--- src/rtl/mp_calc_seq.sv ---
// mp_calc_seq: multi-precision real/complex calculator sequencer on a shared micro-op datapath.
// Define MPC_DIV_EN to build the divider (opcodes 3 DIV and 7 CDIV); otherwise those opcodes are illegal.
module mp_calc_seq #(
  parameter int WIDTH       = 16,
  parameter int STEP_CYCLES = 6
) (
  input  logic             clk,
  input  logic             reset,
  input  logic             start,
  input  logic [3:0]       opcode,
  input  logic [WIDTH-1:0] a,
  input  logic [WIDTH-1:0] b,
  input  logic [WIDTH-1:0] c,
  input  logic [WIDTH-1:0] d,
  output logic             busy,
  output logic             done,
  output logic             err,
  output logic [WIDTH-1:0] out,
  output logic [WIDTH-1:0] im
);

  localparam int LW = $clog2(WIDTH);
  localparam int CW = (STEP_CYCLES > 1) ? $clog2(STEP_CYCLES) : 1;
  localparam logic [CW-1:0] CNT_LAST = CW'(STEP_CYCLES - 1);

  localparam logic [3:0] OP_ADD  = 4'd0;
  localparam logic [3:0] OP_SUB  = 4'd1;
  localparam logic [3:0] OP_MUL  = 4'd2;
  localparam logic [3:0] OP_DIV  = 4'd3;
  localparam logic [3:0] OP_CADD = 4'd4;
  localparam logic [3:0] OP_CSUB = 4'd5;
  localparam logic [3:0] OP_CMUL = 4'd6;
  localparam logic [3:0] OP_CDIV = 4'd7;
  localparam logic [3:0] OP_ROL  = 4'd8;
  localparam logic [3:0] OP_ROR  = 4'd9;

  localparam logic [2:0] U_ADD = 3'd0;
  localparam logic [2:0] U_SUB = 3'd1;
  localparam logic [2:0] U_MUL = 3'd2;
  localparam logic [2:0] U_DIV = 3'd3;
  localparam logic [2:0] U_ROL = 3'd4;
  localparam logic [2:0] U_ROR = 3'd5;

  localparam logic [2:0] S_A  = 3'd0;
  localparam logic [2:0] S_B  = 3'd1;
  localparam logic [2:0] S_C  = 3'd2;
  localparam logic [2:0] S_D  = 3'd3;
  localparam logic [2:0] S_T0 = 3'd4;
  localparam logic [2:0] S_T1 = 3'd5;
  localparam logic [2:0] S_T2 = 3'd6;
  localparam logic [2:0] S_T3 = 3'd7;

  typedef enum logic {ST_IDLE, ST_EXEC} state_t;

  typedef struct packed {
    logic [2:0] u;
    logic [2:0] x;
    logic [2:0] y;
    logic [1:0] dst;
  } uinst_t;

  function automatic uinst_t mk(
    input logic [2:0] u,
    input logic [2:0] x,
    input logic [2:0] y,
    input logic [1:0] dst
  );
    uinst_t r;
    r.u   = u;
    r.x   = x;
    r.y   = y;
    r.dst = dst;
    return r;
  endfunction

  state_t           r_state;
  logic [3:0]       r_op;
  logic [WIDTH-1:0] r_a, r_b, r_c, r_d;
  logic [WIDTH-1:0] r_t [4];
  logic [3:0]       r_step;
  logic [CW-1:0]    r_cnt;
  logic             r_dz;

  uinst_t           w_ui;
  logic             w_legal;
  logic [3:0]       w_n;
  logic [WIDTH-1:0] w_src [8];
  logic [WIDTH-1:0] w_x, w_y, w_res;
  logic [LW-1:0]    w_sh;
  logic             w_dz;
  logic [WIDTH-1:0] w_tn [4];
  logic [WIDTH-1:0] w_out, w_im;
  logic             w_err;

  // Micro-program: one instruction per (opcode, step).
  always_comb begin
    w_ui    = mk(U_ADD, S_A, S_B, 2'd0);
    w_legal = 1'b1;
    w_n     = 4'd1;
    case (r_op)
      OP_ADD: w_ui = mk(U_ADD, S_A, S_B, 2'd0);
      OP_SUB: w_ui = mk(U_SUB, S_A, S_B, 2'd0);
      OP_MUL: w_ui = mk(U_MUL, S_A, S_B, 2'd0);
`ifdef MPC_DIV_EN
      OP_DIV: w_ui = mk(U_DIV, S_A, S_B, 2'd0);
`else
      OP_DIV: w_legal = 1'b0;
`endif
      OP_CADD: begin
        w_n = 4'd2;
        if (r_step == 4'd0) w_ui = mk(U_ADD, S_A, S_C, 2'd0);
        else                w_ui = mk(U_ADD, S_B, S_D, 2'd1);
      end
      OP_CSUB: begin
        w_n = 4'd2;
        if (r_step == 4'd0) w_ui = mk(U_SUB, S_A, S_C, 2'd0);
        else                w_ui = mk(U_SUB, S_B, S_D, 2'd1);
      end
      OP_CMUL: begin
        w_n = 4'd6;
        case (r_step)
          4'd0:    w_ui = mk(U_MUL, S_A,  S_C,  2'd0);
          4'd1:    w_ui = mk(U_MUL, S_B,  S_D,  2'd1);
          4'd2:    w_ui = mk(U_SUB, S_T0, S_T1, 2'd0);
          4'd3:    w_ui = mk(U_MUL, S_A,  S_D,  2'd1);
          4'd4:    w_ui = mk(U_MUL, S_B,  S_C,  2'd2);
          default: w_ui = mk(U_ADD, S_T1, S_T2, 2'd1);
        endcase
      end
`ifdef MPC_DIV_EN
      OP_CDIV: begin
        w_n = 4'd11;
        case (r_step)
          4'd0:    w_ui = mk(U_MUL, S_C,  S_C,  2'd0);
          4'd1:    w_ui = mk(U_MUL, S_D,  S_D,  2'd1);
          4'd2:    w_ui = mk(U_ADD, S_T0, S_T1, 2'd0);
          4'd3:    w_ui = mk(U_MUL, S_A,  S_C,  2'd1);
          4'd4:    w_ui = mk(U_MUL, S_B,  S_D,  2'd2);
          4'd5:    w_ui = mk(U_ADD, S_T1, S_T2, 2'd1);
          4'd6:    w_ui = mk(U_MUL, S_B,  S_C,  2'd2);
          4'd7:    w_ui = mk(U_MUL, S_A,  S_D,  2'd3);
          4'd8:    w_ui = mk(U_SUB, S_T2, S_T3, 2'd2);
          4'd9:    w_ui = mk(U_DIV, S_T1, S_T0, 2'd1);
          default: w_ui = mk(U_DIV, S_T2, S_T0, 2'd2);
        endcase
      end
`else
      OP_CDIV: w_legal = 1'b0;
`endif
      OP_ROL: w_ui = mk(U_ROL, S_A, S_B, 2'd0);
      OP_ROR: w_ui = mk(U_ROR, S_A, S_B, 2'd0);
      default: w_legal = 1'b0;
    endcase
  end

  always_comb begin
    w_src[0] = r_a;
    w_src[1] = r_b;
    w_src[2] = r_c;
    w_src[3] = r_d;
    w_src[4] = r_t[0];
    w_src[5] = r_t[1];
    w_src[6] = r_t[2];
    w_src[7] = r_t[3];
    w_x      = w_src[w_ui.x];
    w_y      = w_src[w_ui.y];
  end

  // Shared datapath; products keep only the low WIDTH bits.
  always_comb begin
    w_dz  = 1'b0;
    w_sh  = w_y[LW-1:0];
    w_res = '0;
    case (w_ui.u)
      U_ADD: w_res = w_x + w_y;
      U_SUB: w_res = w_x - w_y;
      U_MUL: w_res = w_x * w_y;
      U_ROL: w_res = (w_x << w_sh) | (w_x >> (WIDTH - int'(w_sh)));
      U_ROR: w_res = (w_x >> w_sh) | (w_x << (WIDTH - int'(w_sh)));
`ifdef MPC_DIV_EN
      U_DIV: begin
        if (w_y == '0) begin
          w_res = '1;
          w_dz  = 1'b1;
        end else begin
          w_res = w_x / w_y;
        end
      end
`endif
      default: w_res = '0;
    endcase
  end

  always_comb begin
    w_tn           = r_t;
    w_tn[w_ui.dst] = w_res;
    w_out          = '0;
    w_im           = '0;
    if (w_legal) begin
      case (r_op)
        OP_CADD, OP_CSUB, OP_CMUL: begin
          w_out = w_tn[0];
          w_im  = w_tn[1];
        end
        OP_CDIV: begin
          w_out = w_tn[1];
          w_im  = w_tn[2];
        end
        default: w_out = w_tn[0];
      endcase
    end
    w_err = !w_legal || r_dz || w_dz;
  end

  always_ff @(posedge clk or posedge reset) begin
    if (reset) begin
      r_state <= ST_IDLE;
      r_op    <= '0;
      r_a     <= '0;
      r_b     <= '0;
      r_c     <= '0;
      r_d     <= '0;
      for (int i = 0; i < 4; i++) r_t[i] <= '0;
      r_step  <= '0;
      r_cnt   <= '0;
      r_dz    <= 1'b0;
      busy    <= 1'b0;
      done    <= 1'b0;
      err     <= 1'b0;
      out     <= '0;
      im      <= '0;
    end else begin
      done <= 1'b0;
      case (r_state)
        ST_IDLE: begin
          if (start) begin
            r_op    <= opcode;
            r_a     <= a;
            r_b     <= b;
            r_c     <= c;
            r_d     <= d;
            r_step  <= '0;
            r_cnt   <= '0;
            r_dz    <= 1'b0;
            busy    <= 1'b1;
            r_state <= ST_EXEC;
          end
        end
        default: begin
          if (r_cnt == CNT_LAST) begin
            r_cnt <= '0;
            r_t   <= w_tn;
            if (w_dz) r_dz <= 1'b1;
            if (r_step == w_n - 4'd1) begin
              out     <= w_out;
              im      <= w_im;
              err     <= w_err;
              done    <= 1'b1;
              busy    <= 1'b0;
              r_step  <= '0;
              r_state <= ST_IDLE;
            end else begin
              r_step <= r_step + 4'd1;
            end
          end else begin
            r_cnt <= r_cnt + CW'(1);
          end
        end
      endcase
    end
  end

endmodule

--- config.mk ---
export PLATFORM = sky130hd
export DESIGN_NAME = mp_calc_seq
export DESIGN_NICKNAME = d
export VERILOG_FILES = /design/src/rtl/mp_calc_seq.sv
export SDC_FILE = /design/constraint.sdc
export NUM_CORES = 1
export LEC_CHECK = 0
export BUFFER_PORTS_ARGS = -buffer_cell sky130_fd_sc_hd__buf_4
export CORE_AREA = 2 2 197 199
export DETAILED_ROUTE_END_ITERATION = 6
export DIE_AREA = 0 0 199 201
export PLACE_DENSITY = 0.65
export SLEW_MARGIN = 25
export SYNTH_ARGS = -nofsm -noshare
export SYNTH_HDL_FRONTEND = slang
export SYNTH_SLANG_ARGS = --single-unit
--- constraint.sdc ---
create_clock -name clk -period 12.7 [get_ports clk]
set_input_delay 2.54 -clock clk [delete_from_list [all_inputs] [get_ports clk]]
set_output_delay 2.54 -clock clk [all_outputs]
set_load 0.01 [all_outputs]
-- After elaboration in Yosys (flattened, before gate mapping)
Cells that the tools add are included.
- reduce and logical (&&, ||, !) cells: 14
- equality and inequality tests: 20
- magnitude comparators: 4
- shift operators: 4
- mux-type cells: 38
- $add $sub $neg: 6
- bitwise operators: 6
- multiply operators: 1
- operators with widths (cell ; count):
    two-way mux 16 bit ; 8
    binary-select mux 16 bit (select 3 bit) ; 2
    case mux 16 bit (5 select lines) ; 1
    case mux 11 bit (7 select lines) ; 1
    bitwise mux 64 bit ; 1
    case mux 10 bit (5 select lines) ; 1
    demux 16 bit (select 2 bit) ; 1
    OR 16 bit ; 2
    case mux 16 bit (2 select lines) ; 1
    left shift 16 x 32 -> 16 bit ; 1
    right shift 16 x 32 -> 16 bit ; 1
    equality test 4 x 3 -> 1 bit, second input constant ; 5
    adder 16 bit ; 1
    multiplier 16 x 16 -> 16 bit ; 1
    two-way mux 4 bit ; 4
    left shift 16 x 4 -> 16 bit ; 1
    right shift 16 x 4 -> 16 bit ; 1
    subtractor 16 bit ; 1
    equality test 4 x 2 -> 1 bit, second input constant ; 3
    two-way mux 1 bit ; 12
    two-way mux 6 bit ; 2
    equality test 3 bit, second input constant ; 3
    two-way mux 3 bit ; 3
    equality test 4 x 1 -> 1 bit, second input constant ; 2
    other kinds (26) ; 34
- logic and storage cells: 110
- input port bits: 71
- register bits: 175

-- Logic depth before layout (Yosys ltp)
Gate-level depths: netlist of run 1.
- depth after elaboration: 14
- mapped depth: 38
- mapped depth without buffers: 33

-- Least setup slack after synthesis of run 1
OpenSTA, ideal clock, no wires.
- path type: flip-flop to flip-flop
- start point: register r_step[0]
- end point: register im[15]
- required time: 12.596 ns
- path slack: 4.245 ns
- arrival: 8.351 ns
- stages on the path, launching flop included: 37
- period minus slack after synthesis: 8.455 ns
- cell sequence: dfrtp_1 -> inv_1 -> ha_1 -> buf_2 -> nand3b_1 -> nor4_4 -> nor2_1 -> clkbuf_1 -> o21a_1 -> a22o_1 -> buf_4 -> inv_2 -> buf_2 -> buf_4 -> clkbuf_1 -> a21oi_1 -> fa_1 -> inv_1 -> fa_1 -> inv_1 -> fa_1 -> fa_1 -> inv_1 -> fa_1 -> fa_1 -> xor2_1 -> xnor2_1 -> xnor2_1 -> xnor2_1 -> xnor2_1 -> xnor3_1 -> xnor2_1 -> xnor3_1 -> xnor2_1 -> o221ai_2 -> nor2_1 -> o41ai_2
- word-level cells in the longest chain between the ends: 14
- elaborated cells on any way between the ends: 44
- classes of those cells: add/sub (3); mul (1); order compare (2); eq/ne (9); shift (4); mux (16); bitwise (5); reduce/logical (4)
- RTL lines (what ; RTL line ; text):
    start, declared ; 80 ; logic [3:0] r_step;
    start signal, assigned ; 263 ; r_step <= r_step + 4'd1;
    parallel branches: the longest is 14 deep, another holds multiplier 16 x 16 -> 16 bit ; n/a ;
    end signal, assigned ; 256 ; im <= w_im;
    end, declared ; 19 ; output logic [WIDTH-1:0] im
Parallel ways; which one is timed is not known. The select of a mux whose other input is x is not followed.
A chain may end at the register's enable or synchronous reset.

-- Final worst setup path of run 1
Same ends and word-level chain as after synthesis.

==> metrics.cfg, run 1 <==
[layout]
antenna_cells=0
fin_nets=2175
areaGrowthSynthToFinish_pct=9.641
layout-drive-gt1-share=0.1746
fill_cells=3687

[place]
globalplace.congestion=1.032
port_buffers=105
dp_hpwl_mm=48.99

[global_route]
antenna_found_initial=1
overflow=0
grtUsageMet3=0.05292
grt_pass1_vias=15610
grt_pass1_wl_mm=96.92
met1_usage=0.4305
grt.total_usage=0.3245
grt_max_degree=72
busiest_layer=met2
met2_usage=0.5129

[detailed_routing]
drc=0
drtPass1Iterations=7
num_vias=15510
wl_mm=64.09
wl_per_cell_um=25.81
drt_iter0_drc=1623
ant_nets=0
via_per_inst=6.247

[sta]
rsz0062_at_grt=false
drv_slew=0
fmax_ghz=0.1027
hold_violations=0
worst_pin_slew_ps=1061
relSlewSlack=0.2919
clock-skew-final_ps=10.14
layout_min_cycle_time_ps=9741
tns_ps=0
fin_crit_sh=0.7670
final-setup-viol-count=0

[run]
max_cap_violations=0

[yosys]
synth-async-reset-ratio=1.000
synth_edf_count=0
synth_area_sq_um=16900
synth_seq_cells=175
synth_top_cells_by_area=dfrtp_1, fa_1, mux2_2
postSynthCellCount=1929
yosys.area.top_type=dfrtp_1
synth.most_common_cell=nor2_1
ys_types=121
syn_area_per_cell_sq_um=8.760
synth_flop_cell=dfrtp_1
synthTopCellsByCount=nor2_1, dfrtp_1, nand2_1
yosys.area.top_type_share=0.2592
syn_nets=2152
ys_seq_area_frac=0.2592
ys_warn_count=0

[die]
fp.dieW_um=199
dieArea_sq_um=40000
io_pins=106
rows=72
start_util=0.4434
die_h_um=201
core_area_sq_um=38110

[setup_path]
cpLargestDelayFamily=adder cells
path_class=reg -> reg
max_stage_delay_ps=810
critPathBufInv=5
cp_slowest_cell=a211oi_1
required_ps=13030
arrival_ps=10070
crit_path_start_kind=register
cp-end-kind=register
cp_max_fo=31

[clocking]
cts_buffers=17
post_cts_resized=0
cts_setup_buffers=0
cts_sinks=175
clockRootBuffer=clkbuf_16
path_clk_slew_ps=70
clock_path_buffers=2
ctsHtreeMaxLevel=4
cts_hold_buf=0
clkLatencyLatePin_ps=440
cts_tree=done

[worst_hold_path]
hp-class=reg -> reg

[status]
status=finished clean

## path summary, 6_finish.rpt
path	start	to	slack, ps	depth (start not counted)
max	r_step[0]$_DFFE_PP0P_	im[15]$_DFFE_PP0P_	2960	30
min in group asynchronous	reset	out[6]$_DFFE_PP0P_	2150	2
max reg2reg	r_step[0]$_DFFE_PP0P_	im[15]$_DFFE_PP0P_	2960	30
max in group asynchronous	reset	r_t[4]$_DFFE_PP0P_	9270	3
min reg2reg	r_t[4]$_DFFE_PP0P_	r_t[4]$_DFFE_PP0P_	380	0
min	r_t[4]$_DFFE_PP0P_	r_t[4]$_DFFE_PP0P_	380	0
## state kept, by name, summed over array words and instances, names as in the netlist
name     cells
r_d         16
r_cnt        3
r_t         64
r_a         16
busy         1
done         1
r_c         16
r_state      1
out         16
r_step       4
im          16
err          1
r_op         4
r_b         16
## cell families after synthesis
group | synth area share
muxes | 0.1168
buffers and inverters | 0.07538
xor gates and xnor gates | 0.03428
AOI/OAI and AO/OA | 0.2007
adders and majority gates | 0.1485
and+or+nand+nor | 0.1651
DFF | 0.2592
## area by class of cell
type	count	area (sq um)	share of cell area
clock buffers	19	452.9	0.02445
flip-flops and latches	175	4379	0.2364
well taps	518	648.1	0.03498
repair buffers	138	1036	0.05592
inverters	158	600.6	0.03242
clock inverters	13	102.6	0.005538
multi-input cells	1462	11310	0.6103
## cells in the final DEF, fill, tap and decap left out, types with 18 or more instances in the layout
master    instances
nor2_1          191
dfrtp_1         175
nand2_1         157
inv_1           151
buf_4           138
a21oi_1         128
o21ai_0          95
mux2_2           91
mux2i_1          89
fa_1             81
ha_1             71
nand3_1          55
nor3_1           39
xnor2_1          39
a21o_1           25
o21ai_1          21
and3_1           21
nand2b_1         20
o211ai_1         19
and2_1           18
o22ai_1          18
## metrics by stage
step / cells / hold WS (ps) / utilization / worst slack [ps] / instance area (sq um)
after floorplan: 1929 / 422.9 / - / 4245 / 16900
after global placement: 2451 / 364.4 / 0.4710 / 3369 / 17950
after detailed placement: 2451 / 366.7 / 0.4715 / 3196 / 17970
after CTS: 2483 / 382.6 / 0.4860 / 3170 / 18520
after global routing: 2483 / 393.9 / 0.4862 / 2492 / 18530
final: 2483 / 381.4 / 0.4862 / 2959 / 18530
## metal layers
layer | wire length [um] | vias to the layer above
met3 | 4945 | 185
met5 | 13 | -
met2 | 29340 | 798
met1 | 26200 | 7681
met4 | 3596 | 2
li1 | - | 6845
Power of run 1 is not shown: default switching activity piles up to over one toggle a cycle in this logic, so the estimate is an artifact.
==> run 2, diff against run 1 <==
- ABC_AREA: not set -> 1
- CORE_AREA: 2 2 197 199 -> 2 2 196 198
- DIE_AREA: 0 0 199 201 -> 0 0 198 200
- clock period: 12.7 -> 9.8 ns (I/O delays scaled with it)
==> metrics.cfg, run 2 <==
[sta]
worst_pin_slew_ps=905.3
relSlewSlack=0.3943
rsz0062_at_grt=false
hold_violations=0
drv_slew=0
layout_min_cycle_time_ps=8852
clock-skew-final_ps=11.29
fmax_ghz=0.1130
tns_ps=0
fin_crit_sh=0.9032
final-setup-viol-count=0

[global_route]
grt.total_usage=0.3201
grt_pass1_wl_mm=95.11
grt_max_degree=110
overflow=0
antenna_found_initial=0
grt_pass1_vias=16180

[setup_path]
cp_max_fo=36
cp-end-kind=register
r2r-end=im[14]$_DFFE_PP0P_
r2r_cells=42
arrival_ps=9200
path_class=reg -> reg
crit_path_start_kind=register
required_ps=10150
cp_common_cell=inv_1
r2r_slack_ps=950
cp_slowest_cell=clkinv_1
critPathLaunch=r_step[0]$_DFFE_PP0P_
reg2reg_from=r_step[0]$_DFFE_PP0P_
max_stage_delay_ps=530
critPathBufInv=9
cpLargestDelayFamily=adder cells

[die]
die_h_um=200
dieArea_sq_um=39600
start_util=0.4462
rows=71
core_area_sq_um=37400
fp.dieW_um=198
io_pins=106

[yosys]
synth_seq_cells=175
ys_warn_count=0
synth_area_sq_um=16690
ys_seq_area_frac=0.2624
yosys.area.top_type_share=0.2624
synth_top_family_by_area=simple AND/OR/NAND/NOR gates
synth-async-reset-ratio=1.000
yosys-mux-area-fraction=0.004798
synth_top_cells_by_area=dfrtp_1, nand2_1, fa_1
synth_edf_count=0
synthTopCellsByCount=nand2_1, inv_1, nand3_1
ys_types=64
postSynthCellCount=2474
synth-simple-area-share=0.3135
synth_fa_ha_area_frac=0.1504
syn_nets=2697
synth.most_common_cell=nand2_1
synth_flop_cell=dfrtp_1
synth_compound_area_frac=0.1407
synth_xor_xnor_area_share=0.01627
syn_area_per_cell_sq_um=6.746
yosys.area.top_type=dfrtp_1

[place]
globalplace.congestion=0.9844
place_inst=2988
port_buffers=105
dp_hpwl_mm=46.57

[layout]
final_cells=3019
mostFrequentLayoutCells=nand2_1, inv_1, nand3_1
fill_cells=3818
regMostFlops=r_t
multiInputGateArea_sq_um=10460
final_common_cell=nand2_1
register_area_sq_um=4379
largest_register_ffs=64
layout-drive-gt1-share=0.1065
fin_nets=2719
antenna_cells=0
areaGrowthSynthToFinish_pct=9.364

[worst_hold_path]
hold_path_end=r_t[15]$_DFFE_PP0P_
hp-start=r_t[15]$_DFFE_PP0P_
min_path_cells=0
hp-class=reg -> reg

[clocking]
cts_hold_buf=0
post_cts_resized=0
cts_sinks=175
cts_buffers=17
cts_setup_buffers=0
path_clk_slew_ps=70
clkLatencyLatePin_ps=460
cts_tree=done
clock_path_buffers=2
clockRootBuffer=clkbuf_16
ctsHtreeMaxLevel=4

[detailed_routing]
drt_iter0_drc=1683
ant_nets=0
via_per_inst=5.547
drtPass1Iterations=6
num_vias=16750
wl_mm=61.78
wl_per_cell_um=20.46
drc=0

[run]
max_cap_violations=0

[status]
status=finished clean

## run 2: changes by cell type after synthesis, moves of 82 or more
cell     previous run  this run
o21ai_1            20       102
inv_1             152       285
nand2_1           158       836
mux2_2             91         0
mux2i_1            90         8
nand3_1            56       179
## run 2: cell type report
type	instances	area share
flip-flops and latches	175	0.2399
well taps	511	0.03503
clock inverters	10	0.005827
inverters	323	0.06725
clock buffers	21	0.02413
repair buffers	133	0.05471
multi-input cells	1846	0.5731
## run 2: metrics by stage
| step | area (sq um) | utilization | setup slack, ps | hold WS, ps |
|---|---|---|---|---|
| after floorplan | 16690 | - | 2530 | 429.0 |
| after global placement | 17700 | 0.4733 | 1290 | 364.9 |
| after detailed placement | 17700 | 0.4733 | 1173 | 365.6 |
| after CTS | 18250 | 0.4879 | 1146 | 381.8 |
| after global routing | 18250 | 0.4880 | 550.6 | 387.0 |
| final | 18250 | 0.4880 | 948.2 | 379.0 |
## run 2: cells by family after synthesis
group                      Yosys count
DFF                                175
and+or+nand+nor                   1254
muxes                                8
AOI/OAI and AO/OA                  404
adders and majority gates          152
xor gates and xnor gates            28
buffers and inverters              453
## run 2: how the worst max path moves through the flow
stage | depth (start not counted) | end | slack (ps)
final | 42 | im[14]$_DFFE_PP0P_ | 950
after global routing | 42 | im[14]$_DFFE_PP0P_ | 550
after CTS | 42 | im[14]$_DFFE_PP0P_ | 1150
after detailed placement | 42 | im[14]$_DFFE_PP0P_ | 1170
after global placement | 42 | im[14]$_DFFE_PP0P_ | 1290
after floorplan | 44 | out[14]$_DFFE_PP0P_ | 2530
## run 2: metal layers
metal  routed length (um)  vias up  global-route usage
met5                    0        -                   0
met3                 4496      163             0.04267
met2                28000      808              0.5201
li1                     -     7894                   -
met4                 3509        0              0.1704
met1                25770     7880              0.4183
## run 2: worst reg2reg max path, delay by kind of cell (launching register included)
kind,cells,cell delay [ps]
buffers and inverters,9,1420
adder cells (fa/ha/maj),8,3010
AO/OA/AOI/OAI,8,1100
flip-flops,1,400
AND/OR/NAND/NOR,16,2660
XOR/XNOR,1,110
Power of run 2 is left out for the same reason.
